[config.mk]
export PLATFORM = sky130hd
export DESIGN_NAME = stream_mux_rr
export DESIGN_NICKNAME = d
export VERILOG_FILES = /design/src/rtl/stream_mux_pkg.sv /design/src/rtl/stream_mux_rr_pick.sv /design/src/rtl/stream_mux_rr.sv
export SDC_FILE = /design/constraint.sdc
export NUM_CORES = 1
export LEC_CHECK = 0
export CAP_MARGIN = 0
export CORE_ASPECT_RATIO = 1.75
export CORE_UTILIZATION = 39
export CTS_CLUSTER_DIAMETER = 200
export CTS_CLUSTER_SIZE = 24
export DETAILED_ROUTE_END_ITERATION = 8
export PLACE_DENSITY = 0.91
export SYNTH_ARGS = -nofsm -noshare
export SYNTH_HDL_FRONTEND = slang
export SYNTH_SLANG_ARGS = --single-unit
export TNS_END_PERCENT = 10
[constraint.sdc]
create_clock -name clk -period 3.8 [get_ports clk]
set_input_delay 0.95 -clock clk [delete_from_list [all_inputs] [get_ports clk]]
set_output_delay 0.95 -clock clk [all_outputs]
set_load 0.02 [all_outputs]
[src/rtl/stream_mux_pkg.sv]
// Shared types and helpers for the round-robin stream mux family.
package stream_mux_pkg;

  typedef enum logic {ST_IDLE, ST_LOCK} state_t;

  // Wrapped increment of a channel index in the range 0..n-1.
  function automatic int unsigned rr_next(input int unsigned ptr, input int unsigned n);
    return (ptr + 1 >= n) ? 0 : ptr + 1;
  endfunction

endpackage

[src/rtl/stream_mux_rr_pick.sv]
// Combinational round-robin search: first set bit of valid at or after ptr, wrapping.
module rr_pick #(
  parameter int NUM_CH = 4,
  parameter int SEL_W  = $clog2(NUM_CH)
) (
  input  logic [NUM_CH-1:0] valid,
  input  logic [SEL_W-1:0]  ptr,
  output logic              hit,
  output logic [SEL_W-1:0]  idx
);

  always_comb begin
    int base;
    int c;
    logic [SEL_W-1:0] cs;
    hit  = 1'b0;
    idx  = '0;
    base = (int'(ptr) < NUM_CH) ? int'(ptr) : 0;
    c    = 0;
    cs   = '0;
    // Walk from the farthest candidate back to ptr so the nearest hit is assigned last.
    for (int k = NUM_CH - 1; k >= 0; k--) begin
      c = base + k;
      if (c >= NUM_CH) c = c - NUM_CH;
      cs = SEL_W'(c);
      if (valid[cs]) begin
        hit = 1'b1;
        idx = cs;
      end
    end
  end

endmodule

[src/rtl/stream_mux_rr.sv]
// N-to-1 packet-aware round-robin stream mux with a one-stage registered output.
// Optional select override is enabled by defining STREAM_MUX_SEL_OVERRIDE_EN.
module stream_mux_rr
  import stream_mux_pkg::*;
#(
  parameter int NUM_CH = 4,
  parameter int DATA_W = 8,
  localparam int SEL_W = $clog2(NUM_CH)
) (
  input  logic                     clk,
  input  logic                     rst_n,
  input  logic [NUM_CH*DATA_W-1:0] in_data,
  input  logic [NUM_CH-1:0]        in_valid,
  input  logic [NUM_CH-1:0]        in_last,
  output logic [NUM_CH-1:0]        in_ready,
`ifdef STREAM_MUX_SEL_OVERRIDE_EN
  input  logic                     sel_force_en,
  input  logic [SEL_W-1:0]         sel_force,
`endif
  output logic [DATA_W-1:0]        out_data,
  output logic                     out_last,
  output logic [SEL_W-1:0]         out_ch,
  output logic                     out_valid,
  input  logic                     out_ready
);

  state_t             state_q, state_d;
  logic [SEL_W-1:0]   rr_ptr, rr_d;
  logic [SEL_W-1:0]   lock_ch, lock_d;
  logic               lock_forced, forced_d;
  logic               pick_hit;
  logic [SEL_W-1:0]   pick_idx;
  logic               gnt_hit;
  logic [SEL_W-1:0]   gnt_idx;
  logic               force_pick;
  logic               can_load;
  logic               accept;
  logic [DATA_W-1:0]  sel_data;
  logic               sel_last;

  rr_pick #(.NUM_CH(NUM_CH), .SEL_W(SEL_W)) u_pick (
    .valid (in_valid),
    .ptr   (rr_ptr),
    .hit   (pick_hit),
    .idx   (pick_idx)
  );

  assign can_load = !out_valid || out_ready;

  always_comb begin
    gnt_hit    = 1'b0;
    gnt_idx    = '0;
    force_pick = 1'b0;
    if (state_q == ST_LOCK) begin
      gnt_hit = 1'b1;
      gnt_idx = lock_ch;
    end else begin
`ifdef STREAM_MUX_SEL_OVERRIDE_EN
      if (sel_force_en) begin
        force_pick = 1'b1;
        gnt_idx    = sel_force;
        gnt_hit    = (int'(sel_force) < NUM_CH) && in_valid[sel_force];
      end else begin
        gnt_hit = pick_hit;
        gnt_idx = pick_idx;
      end
`else
      gnt_hit = pick_hit;
      gnt_idx = pick_idx;
`endif
    end
  end

  // Selection by index compare keeps X on non-granted channels away from the output.
  always_comb begin
    in_ready = '0;
    sel_data = '0;
    sel_last = 1'b0;
    for (int i = 0; i < NUM_CH; i++) begin
      if (gnt_idx == SEL_W'(i)) begin
        in_ready[i] = rst_n && can_load && gnt_hit;
        sel_data    = in_data[i*DATA_W +: DATA_W];
        sel_last    = in_last[i];
      end
    end
  end

  assign accept = |(in_ready & in_valid);

  always_comb begin
    state_d  = state_q;
    rr_d     = rr_ptr;
    lock_d   = lock_ch;
    forced_d = lock_forced;
    case (state_q)
      ST_IDLE: begin
        if (accept) begin
          if (sel_last) begin
            if (!force_pick) rr_d = SEL_W'(rr_next(32'(gnt_idx), NUM_CH));
          end else begin
            state_d  = ST_LOCK;
            lock_d   = gnt_idx;
            forced_d = force_pick;
          end
        end
      end
      ST_LOCK: begin
        if (accept && sel_last) begin
          state_d = ST_IDLE;
          if (!lock_forced) rr_d = SEL_W'(rr_next(32'(lock_ch), NUM_CH));
        end
      end
      default: state_d = ST_IDLE;
    endcase
  end

  always_ff @(posedge clk or negedge rst_n) begin
    if (!rst_n) begin
      state_q <= ST_IDLE;
      rr_ptr  <= '0;
      lock_ch <= '0;
    end else begin
      state_q <= state_d;
      rr_ptr  <= rr_d;
      lock_ch <= lock_d;
    end
  end

`ifdef STREAM_MUX_SEL_OVERRIDE_EN
  always_ff @(posedge clk or negedge rst_n) begin
    if (!rst_n) lock_forced <= 1'b0;
    else        lock_forced <= forced_d;
  end
`else
  assign lock_forced = 1'b0;
`endif

  always_ff @(posedge clk or negedge rst_n) begin
    if (!rst_n) begin
      out_valid <= 1'b0;
      out_data  <= '0;
      out_last  <= 1'b0;
      out_ch    <= '0;
    end else if (accept) begin
      out_valid <= 1'b1;
      out_data  <= sel_data;
      out_last  <= sel_last;
      out_ch    <= gnt_idx;
    end else if (out_ready) begin
      out_valid <= 1'b0;
    end
  end

endmodule

==> impl_summary.md <==
Status
The run finished with clean final reports.

Pwr
The share of total power dissipated in combinational logic is 0.705. Of the total power, the clock network draws 0.084. Of the total power, the share spent switching nets is 0.459. The cell internal power dissipation is 872 uW. The switching power is 740 uW. The total power per unit cell area is 828 nW/um2. Across the VDD grid, the largest voltage drop is 0.449 mV. The proportion of power drawn by flip-flops and latches is 0.211. The leakage power figure is 0.863 nW.

GRT
The number of antenna violations at the first check in global routing is 0. The via count of the first global-routing pass is 1392. The overall overflow remaining after global route is 0. The first global-routing pass estimated 5820 um of wire. Entering global routing, the biggest net connects 19 pins. The global router's overall resource usage is 0.245.

Clock tree
The maximum clock insertion buffer count is 2. The count of clock tree sinks is 17. The later pin in the worst-skew pair is clocked with a latency of 0.25 ns. Buffers inserted to repair hold after CTS numbered 0. TritonCTS built the clock tree.

The clock input transition at the sequential cells of the worst setup and hold paths is 0.06 ns. The TritonCTS buffer count is 3. The clock tree root driver cell is clkbuf_8. The H-tree depth is 1.

Timing
The actual transition at the worst max-transition pin is 0.547 ns. The final max-slew violation count came to 0. Across all hold checks on the routed design, the worst slack comes to 0.485 ns. Headroom to the max-slew limit came out at 0.635. Setup total negative slack on the finished layout was measured at 0 ns. The minimum clock period is 3.68 ns. The final count of hold timing violations is 0. Setup violations remaining at the end of the flow were counted as 0. Static timing analysis puts the maximum clock frequency at 272 MHz. The period utilization is 0.968. Setup repair after global routing left no endpoint under its margin.

Across the routed clock network, the largest skew measured is 0.000653 ns.

Cells and area
With fillers left out, the area of the finished cells amounts to 1950 um2. Leaving out fill and tap cells, the most frequent cell in the layout is clkdlybuf4s50_1. The area growth from synthesis to layout is 69.4%. The library cells used most frequently in the layout, excluding fill and tap cells, are clkdlybuf4s50_1 (52), buf_4 (21), dfrtp_1 (17), nand2_1 (15), a21oi_1 (14). The antenna diode count is 0.

The net total in the final layout is 257. For this run, the share of the core covered by cells in the final layout is 0.707. The number of cells in the finished layout apart from fillers is 235. The fraction of layout instances using a drive strength above 1 is 0.207. The filler cells instantiated in the layout total 209.

Synth
The number of synthesis warnings is 0. The post-synthesis average cell area is 8.64 um2. Synthesis produced a netlist with a net count of 181. The cell area after synthesis is 1150 um2.

By area, the combinational part of the netlist is dominated by compound AO/OA/AOI/OAI gates. The share of the synthesized area in compound gates (AO/OA/AOI/OAI) is 0.279. The sequential element share of the synthesized area is 0.370.

The basic-gate share of the synthesized area counting and, or, nand and nor cells is 0.170. The fraction of synthesized area in multiplexers is 0.0621. The synthesized design contains 17 register bits.

The area share of xor/xnor cells in the synthesized design is 0. After synthesis, the netlist uses 32 different library cells. Of the total synthesized cell area, the portion taken by full adders, half adders and majority gates is 0.0545.

The number of cells produced by synthesis is 133.

Critical path
The kind of start point of the critical path is an input pin. The maximum fanout along the worst path is 3. The critical path goes through clkdlybuf4s50_1 > buf_4 > a21oi_1 > o2bb2ai_1 > o21ai_2 > buf_4 > inv_1 > ha_1 > inv_1 > nor2_1 > buf_2.

The count of buffer and inverter cells on the critical path is 6. For this run, the slowest stage of the critical path takes 0.45 ns. The arrival time at the worst endpoint is 2.73 ns.

STA classifies the critical path endpoint as an output port. The cell family contributing the most delay on the critical path is buffers and inverters. The class of the most critical setup path is input pin to output port. The slowest stage of the critical path is the clkdlybuf4s50_1 cell. For flop-to-flop paths, the worst setup slack is 0.81 ns. The required time of the worst setup path is 2.85 ns.

Place
The HPWL after detailed placement is 3010 um. The number of cells after detailed placement is 228. In this run the cell area measured after placement is 1850 um2. At the end of routability-driven placement, the weighted congestion stood at 0.915. The number of port buffers is 58.

Drt
The average detailed-routed wire length per instance is 16.7 um. The number of design-rule violations left by the first detailed-router iteration is 25. Summing over every cut layer, the via total after detailed routing is 1328. The count of antenna-violating nets left after detailed routing is 0. The total length of routed wires is 3920 um. The count of TritonRoute iterations in the first routing pass is 4. After detailed routing, the number of vias per cell comes to 5.65. After detailed routing, the number of remaining DRC violations is 0.

Floorplanning
The die covers 3170 um2. In this run the standard cell core region covers 2750 um2. The I/O pin count is 59. In this run the vertical extent of the chip is 73.8 um. The standard-cell row count is 25. The die is 43.0 um wide. The initial utilization of the core area, before any placement, comes to 0.417.

Hold path
The type of the most critical hold path is flip-flop to flip-flop.

Flow run
The max-cap violation count is 0.
[per-layer routing]
metal	vias to the layer above	global-route usage	part of all wire
met2	61	0.468	0.57
met4	0	0.158	0.049
met3	19	0.0344	0.045
li1	628	-	-
met1	620	0.234	0.34
met5	-	0	0
[synthesized netlist by cell type (all sizes together)]
cell,number,area [um2]
nor2b,1,6.26
mux2i,3,30.0
a211oi,1,7.51
a22oi,3,22.5
a21oi,17,85.1
nand3b,1,7.51
nand2b,2,12.5
o211ai,1,21.3
buf,4,32.5
o21a,2,15.0
a2111oi,1,8.76
a21o,1,15.0
nor3,8,45.0
a221oi,7,61.3
nor2,12,45.0
inv,6,22.5
ha,5,62.6
mux2,3,41.3
nor3b,1,7.51
nand2,16,60.1
dfrtp,17,425
clkbuf,4,15.0
o2bb2ai,1,8.76
a31oi,1,6.26
or4,1,11.3
a211o,1,8.76
o21ai,12,60.1
clkinv,1,3.75
[power by group through the flow]
stage / sequential, mW / combinational [mW] / clock (mW)
after floorplan: 0.378 / 0.600 / 0
after global placement: 0.326 / 1.05 / 0
after detailed placement: 0.332 / 1.10 / 0
after CTS: 0.335 / 1.11 / 0.136
after global routing: 0.353 / 1.23 / 0.145
final: 0.340 / 1.14 / 0.135
[worst reg2reg max path: cells and delay by family (launching register included)]
kind | cells | cell delay (ns)
AO/OA/AOI/OAI | 4 | 0.74
adder cells (fa/ha/maj) | 1 | 0.21
buffers and inverters | 3 | 0.45
flip-flops | 1 | 0.47
multiplexers | 2 | 0.64
AND/OR/NAND/NOR | 2 | 0.39
[registers in the layout, summed over array words and instances, names as in the netlist, named ones only]
signal,flops
rr_ptr,2
out_valid,1
out_ch,2
out_last,1
lock_ch,2
out_data,8
[metrics by stage]
stage	power, mW	setup slack [ns]
finish	1.61	0.123
global route	1.73	0.00370
CTS	1.58	0.0112
detailed placement	1.43	-0.517
global placement	1.38	-0.350
floorplan	0.978	0.295
[layout make-up]
| cell class | count | area [um2] | area share |
|---|---|---|---|
| Clock inverter | 1 | 5.00 | 0.00257 |
| Multi-Input combinational cell | 101 | 691 | 0.355 |
| Clock buffer | 3 | 41.3 | 0.0212 |
| Timing Repair Buffer | 79 | 723 | 0.372 |
| Tap cell | 27 | 33.8 | 0.0174 |
| Inverter | 7 | 26.3 | 0.0135 |
| Sequential cell | 17 | 425 | 0.219 |
[repair_timing]
action | in CTS | in global routing
gates resized for setup | 16 | 11
setup buffers | 0 | 3
pin swaps | 1 | 3
endpoints found under the setup margin | 6 | 8
[final timing paths]
check	end	from	cells after the start
worst max register to register	rr_ptr[0]	rr_ptr[1]	12
worst min-delay path	out_last	out_last	2
worst max-delay path	in_ready[0]	in_valid[3]	11
min in group asynchronous	rr_ptr[1]	rst_n	2
worst min register to register	out_last	out_last	2
max in group asynchronous	out_valid	rst_n	2
[kinds of logic after synthesis]
| group | after synthesis |
|---|---|
| AO/OA/AOI/OAI | 48 |
| multiplexers | 6 |
| AND/OR/NAND/NOR | 42 |
| adder cells (fa/ha/maj) | 5 |
| flip-flops | 17 |
| buffers and inverters | 15 |
Power figures use the tool's default switching activity.
